$ cat src/rtl/fdiv_issue_ctrl.sv
// ---------------------------------------------------------------------------
// fdiv_issue_ctrl
//
// Sequencer that sits in front of and behind the Newton fp32 divider. It
// accepts one divide request at a time from the ID/EX pipeline, launches the
// divider with a one-cycle start pulse while holding its operands, waits out
// the divider's fixed latency, derives the exception flags and parks the
// result in a one-entry output buffer for writeback.
//
// Ports
//   clock, resetn        : rising-edge clock, synchronous active-low reset
//   req_valid/req_ready  : request handshake
//   req_a, req_b         : fp32 dividend / divisor
//   req_rm, req_tag      : rounding mode / destination tag
//   flush                : kill the in-flight operation and the output buffer
//   div_a, div_b, div_rm : held operands to the divider
//   div_fdiv             : single-cycle start pulse
//   div_enable           : divider pipeline enable (high out of reset)
//   div_busy, div_s      : divider busy flag and quotient
//   res_valid/res_ready  : result buffer handshake
//   res_s, res_tag       : buffered quotient and destination tag
//   res_flags            : {nv, dz, of, uf, zr}
// ---------------------------------------------------------------------------
module fdiv_issue_ctrl #(
    parameter int DIV_LAT = 19,
    parameter int TAG_W   = 5
) (
    input  logic             clock,
    input  logic             resetn,
    input  logic             req_valid,
    output logic             req_ready,
    input  logic [31:0]      req_a,
    input  logic [31:0]      req_b,
    input  logic [1:0]       req_rm,
    input  logic [TAG_W-1:0] req_tag,
    input  logic             flush,
    output logic [31:0]      div_a,
    output logic [31:0]      div_b,
    output logic [1:0]       div_rm,
    output logic             div_fdiv,
    output logic             div_enable,
    input  logic             div_busy,
    input  logic [31:0]      div_s,
    output logic             res_valid,
    input  logic             res_ready,
    output logic [31:0]      res_s,
    output logic [TAG_W-1:0] res_tag,
    output logic [4:0]       res_flags
);

    localparam int                CNT_W   = $clog2(DIV_LAT + 1);
    localparam logic [CNT_W-1:0] CNT_MAX = CNT_W'(DIV_LAT);
    localparam logic [CNT_W-1:0] CNT_ONE = CNT_W'(1);

    typedef enum logic [2:0] {
        IDLE,
        ISSUE,
        WAIT,
        CAPT,
        DRAIN
    } state_e;

    state_e             state_q,     state_d;
    logic [CNT_W-1:0]   cnt_q,       cnt_d;
    logic [31:0]        op_a_q,      op_a_d;
    logic [31:0]        op_b_q,      op_b_d;
    logic [1:0]         op_rm_q,     op_rm_d;
    logic [TAG_W-1:0]   op_tag_q,    op_tag_d;
    logic               res_valid_q, res_valid_d;
    logic [31:0]        res_s_q,     res_s_d;
    logic [TAG_W-1:0]   res_tag_q,   res_tag_d;
    logic [4:0]         res_flags_q, res_flags_d;

    logic [CNT_W-1:0]   cnt_inc;
    logic               div_done;
    logic               a_finite, b_finite, a_zero, b_zero;
    logic               flag_nv, flag_dz, flag_of, flag_uf, flag_zr;

    // ------------------------------------------------------------------
    // Exception flags, from the held operands and the divider quotient.
    // Operands are stable from ISSUE through CAPT, so these are valid
    // whenever a capture can happen.
    // ------------------------------------------------------------------
    assign a_finite = (op_a_q[30:23] != 8'hff);
    assign b_finite = (op_b_q[30:23] != 8'hff);
    assign a_zero   = (op_a_q[30:0] == 31'd0);
    assign b_zero   = (op_b_q[30:0] == 31'd0);

    assign flag_nv = (div_s[30:22] == 9'h1ff);
    assign flag_dz = b_zero & a_finite & ~a_zero;
    // Overflow covers both "rounded to infinity" and "clamped to max finite"
    // results, but only when the operands could not have produced them
    // legitimately (infinite input or divide by zero).
    assign flag_of = (((div_s[30:23] == 8'hff) && (div_s[22:0] == 23'd0)) ||
                      (div_s[30:0] == 31'h7f7fffff)) &&
                     a_finite && b_finite && !b_zero;
    assign flag_uf = (div_s[30:23] == 8'h00) && (div_s[22:0] != 23'd0);
    assign flag_zr = (div_s[30:0] == 31'd0);

    // Counter saturates at DIV_LAT so a divider that stays busy longer than
    // its nominal latency simply extends WAIT/DRAIN.
    assign cnt_inc  = (cnt_q == CNT_MAX) ? CNT_MAX : cnt_q + CNT_ONE;
    assign div_done = (cnt_q == CNT_MAX) && !div_busy;

    // ------------------------------------------------------------------
    // Next-state and datapath
    // ------------------------------------------------------------------
    always_comb begin
        // NOTE: every variable gets a default before the case statement so
        // no path leaves one unassigned, which would infer a latch.
        state_d     = state_q;
        cnt_d       = cnt_q;
        op_a_d      = op_a_q;
        op_b_d      = op_b_q;
        op_rm_d     = op_rm_q;
        op_tag_d    = op_tag_q;
        res_s_d     = res_s_q;
        res_tag_d   = res_tag_q;
        res_flags_d = res_flags_q;
        // A handed-over result empties the buffer unless a capture below
        // reloads it on the same edge.
        res_valid_d = res_valid_q & ~res_ready;

        unique case (state_q)
            IDLE: begin
                if (req_valid && req_ready) begin
                    op_a_d   = req_a;
                    op_b_d   = req_b;
                    op_rm_d  = req_rm;
                    op_tag_d = req_tag;
                    state_d  = ISSUE;
                end
            end
            ISSUE: begin
                // The start pulse is seen by the divider on this edge even
                // when flushed, so DRAIN must count from the same origin.
                cnt_d   = CNT_ONE;
                state_d = flush ? DRAIN : WAIT;
            end
            WAIT: begin
                cnt_d = cnt_inc;
                if (flush) begin
                    state_d = DRAIN;
                end else if (div_done) begin
                    state_d = CAPT;
                end
            end
            CAPT: begin
                if (flush) begin
                    state_d = IDLE;
                end else if (!res_valid_q || res_ready) begin
                    res_s_d     = div_s;
                    res_tag_d   = op_tag_q;
                    res_flags_d = {flag_nv, flag_dz, flag_of, flag_uf, flag_zr};
                    res_valid_d = 1'b1;
                    state_d     = IDLE;
                end
            end
            DRAIN: begin
                // The divider cannot be aborted; let it finish and drop the
                // quotient on the floor.
                cnt_d = cnt_inc;
                if (div_done) begin
                    state_d = IDLE;
                end
            end
            default: begin
                state_d = IDLE;
            end
        endcase

        if (flush) begin
            res_valid_d = 1'b0;
        end
    end

    // ------------------------------------------------------------------
    // State registers
    // ------------------------------------------------------------------
    // NOTE: sequential state uses non-blocking assignments so every flop
    // samples its pre-edge inputs regardless of statement order.
    always_ff @(posedge clock) begin
        if (!resetn) begin
            state_q     <= IDLE;
            cnt_q       <= '0;
            op_a_q      <= '0;
            op_b_q      <= '0;
            op_rm_q     <= '0;
            op_tag_q    <= '0;
            res_valid_q <= 1'b0;
            res_s_q     <= '0;
            res_tag_q   <= '0;
            res_flags_q <= '0;
        end else begin
            state_q     <= state_d;
            cnt_q       <= cnt_d;
            op_a_q      <= op_a_d;
            op_b_q      <= op_b_d;
            op_rm_q     <= op_rm_d;
            op_tag_q    <= op_tag_d;
            res_valid_q <= res_valid_d;
            res_s_q     <= res_s_d;
            res_tag_q   <= res_tag_d;
            res_flags_q <= res_flags_d;
        end
    end

    // ------------------------------------------------------------------
    // Outputs
    // ------------------------------------------------------------------
    assign req_ready  = (state_q == IDLE) && !flush;
    assign div_a      = op_a_q;
    assign div_b      = op_b_q;
    assign div_rm     = op_rm_q;
    assign div_fdiv   = (state_q == ISSUE);
    assign div_enable = resetn;
    assign res_valid  = res_valid_q;
    assign res_s      = res_s_q;
    assign res_tag    = res_tag_q;
    assign res_flags  = res_flags_q;

endmodule

$ cat config.mk
export PLATFORM = sky130hd
export DESIGN_NAME = fdiv_issue_ctrl
export DESIGN_NICKNAME = d
export VERILOG_FILES = /design/src/rtl/fdiv_issue_ctrl.sv
export SDC_FILE = /design/constraint.sdc
export NUM_CORES = 1
export LEC_CHECK = 0
export ABC_AREA = 0
export BUFFER_PORTS_ARGS = -buffer_cell sky130_fd_sc_hd__buf_2
export CORE_MARGIN = 1.5
export CORE_UTILIZATION = 42
export CTS_CLUSTER_DIAMETER = 80
export DETAILED_ROUTE_END_ITERATION = 6
export MAX_ROUTING_LAYER = met4
export PLACE_DENSITY = 0.86
export REMOVE_ABC_BUFFERS = 1
export SYNTH_ARGS = -nofsm -noshare
export SYNTH_HDL_FRONTEND = slang
export SYNTH_SLANG_ARGS = --single-unit
$ cat constraint.sdc
create_clock -name clock -period 1.7 [get_ports clock]
set_clock_uncertainty 0.2 [all_clocks]
set_input_delay 0.34 -clock clock [delete_from_list [all_inputs] [get_ports clock]]
set_output_delay 0.34 -clock clock [all_outputs]
set_load 0.03 [all_outputs]
==> impl_metrics.py <==
metrics = {
    "route": {
        "first_pass_iters": 5,
        "wl_per_cell_um": 18.3,
        "postRouteAntennaNets": 0,
        "routed-via-count": 6144,
        "drt_wl_total_um": 20600,
        "viasPerCell": 5.44,
        "initialDrtViolationCount": 526,
        "drc": 0,
    },
    "floorplanning": {
        "coreArea_um2": 11400,
        "io_pins": 221,
        "dieHeight_um": 111,
        "core.rowCount": 39,
        "initial_core_util_pct": 42.9,
        "die_w_um": 111,
        "design.die.area_um2": 12300,
    },
    "timing": {
        "setup_viol": 48,
        "worst_pin_slew_ns": 0.459,
        "maxSlewHeadroom_pct": 69.1,
        "finalCritPeriodShare_pct": 111,
        "drv_slew": 0,
        "final.setup.worst_slack_ns": -0.191,
        "fin_crit_ns": 1.89,
        "fmax_mhz": 529,
        "rsz0062_at_grt": "yes",
        "hold_viol": 0,
        "whs_ns": 0.00511,
    },
    "synth": {
        "ys_ff_latch": 122,
        "netlist.area_leader.share_pct": 50.1,
        "async_reset_ff_share_pct": 0,
        "synth_top_area_cell": "dfxtp_1",
        "syn_inst": 612,
        "avgSynthCellArea_um2": 7.97,
        "ys_seq_area_share_pct": 50.1,
        "synth_area_leaders": "dfxtp_1 50%, nand2_1 17%, a21boi_0 8.2%",
        "syn_area_um2": 4880,
        "synthFlopType": "dfxtp_1",
        "ys_types": 41,
        "yosysWarningCount": 0,
        "synth_edf_count": 0,
    },
    "critical_path": {
        "path_max_fanout": 4,
        "critPathLaunchType": "flip-flop",
        "cp-end-kind": "output port",
        "arrival_ns": 1.35,
        "slowest_delay_ns": 0.36,
        "worstPathCellList": "nor4_4 -> buf_4 -> buf_6",
        "required_ns": 1.16,
        "crit_slowest_cell": "dfxtp_4",
        "worstSetupPathType": "reg -> out",
    },
    "placement": {
        "dp_hpwl_um": 10800,
        "portBuffers": 220,
        "dpl_cell_area_um2": 6530,
        "place.gp.congestion": 0.934,
    },
    "clock_network": {
        "path_clk_slew_ns": 0.05,
        "clk_path_buf_depth": 2,
        "cts_tree": "built",
        "clock-root-buffer": "clkbuf_16",
        "cts_max_level": 4,
        "clock-sinks": 122,
        "clock_latency_ns": 0.42,
        "cts_inserted_buffers": 17,
    },
    "flow_run": {
        "drv_cap": 0,
    },
    "outcome": {
        "status": "finished with violations",
        "violations": "setup timing",
    },
    "layout": {
        "fin_util_pct": 77.2,
        "layout_common_cells": "217 x buf_2, 206 x nand2_1, 114 x dfxtp_1",
        "fin_area_um2": 8780,
        "final_common_cell": "buf_2",
        "syn_to_final_growth_pct": 80.0,
        "antenna_cells": 0,
        "drive_above_1_share_pct": 41.0,
        "fin_nets": 1084,
    },
    "global_route": {
        "grt_first_pass_wirelength_um": 28800,
        "grt_pass1_vias": 5903,
        "grt_overflow_total": 0,
        "grt_max_degree": 49,
        "grt_usage_pct": 30.4,
        "antenna_found_initial": 0,
    },
    "min_path": {
        "hold_class": "in -> reg",
    },
    "pwr": {
        "power.density_nw_per_um2": 949,
        "p_leak_uw": 0.00395,
        "ir_worst_vdd_uv": 992,
    },
}
[synth_stat cells (2+ instances only)]
master	count
nand2_1	226
dfxtp_1	122
a21boi_0	53
a21oi_1	51
clkbuf_1	27
nor4_1	22
nor2_1	17
nand4_1	16
buf_2	11
a21boi_1	10
nor3_1	7
nand3_1	6
o21ai_0	6
inv_1	4
and2_1	2
buf_4	2
nor2b_1	2
nor3b_1	2
nor4_2	2
o211a_1	2
or4_1	2
[registers in the layout, indices dropped and copies added (netlist names)]
| register | flops |
|---|---|
| res_valid | 1 |
| res_s | 32 |
| div_b | 32 |
| res_tag | 5 |
| res_flags | 5 |
| state_q | 3 |
| op_tag_q | 5 |
| cnt_q | 5 |
| div_rm | 2 |
| div_a | 32 |
[path summary, 6_finish.rpt]
| kind | start | to | slack (ns) | depth (start not counted) |
|---|---|---|---|---|
| worst min register to register | res_s[2] | res_s[2] | 0.25 | 2 |
| worst max-delay path | state_q[2] | req_ready | -0.19 | 3 |
| worst max register to register | state_q[2] | div_a[1] | -0.10 | 5 |
| worst min-delay path | req_a[23] | div_a[23] | 0.005 | 3 |
[report_power, final]
group	internal, µW	switching, µW	total, µW
logic	584	675	1260
registers	2960	89.1	3050
clock network	2710	1320	4030
[what timing repair did]
item                       CTS  global route
cloned                       0            12
resized for setup           17           102
hold endpoints to repair    86             0
hold buffers                86             0
setup buffers                4             4
setup endpoints to repair   24           109
pin swaps                    3            49
[cells by family after synthesis]
family                   share of synthesized area [%]
buffers and inverters                             4.05
adder cells (fa/ha/maj)                          0.257
flip-flops                                        50.1
AO/OA/AOI/OAI                                     17.9
XOR/XNOR                                         0.359
AND/OR/NAND/NOR                                   27.3
[critical path: cells and delay by family (launching register included)]
kind	cells	cell delay (ns)
flops	1	0.36
buf+inv	2	0.29
simple gates	1	0.28
[cell type report]
cell class              count  area, µm²
clock inverters            12        194
fillers                   655       2590
repair buffers            383       2830
well taps                 143        179
clock buffers              20        467
multi-input cells         446       2640
flip-flops and latches    122       2460
inverters                   4       15.0
[layer usage]
layer,track usage (%),vias up,share of wire (%)
met5,-,-,0
met4,14.8,0,4.0
met3,7.33,75,8.3
met2,50.8,403,50
met1,34.0,2852,38
li1,-,2814,-
[per-stage QoR]
| step | setup TNS, ns | std cells | setup WS, ns | power, µW |
|---|---|---|---|---|
| final | -1.94 | 1130 | -0.191 | 8330 |
| after global routing | -6.72 | 1130 | -0.213 | 8580 |
| after CTS | -0.411 | 1115 | -0.189 | 8120 |
| after detailed placement | -5.62 | 993 | -0.209 | 3980 |
| after global placement | -4.54 | 993 | -0.189 | 3970 |
| after floorplan | -143.93 | 571 | -1.51 | 3510 |
Power figures use the tool's default switching activity.
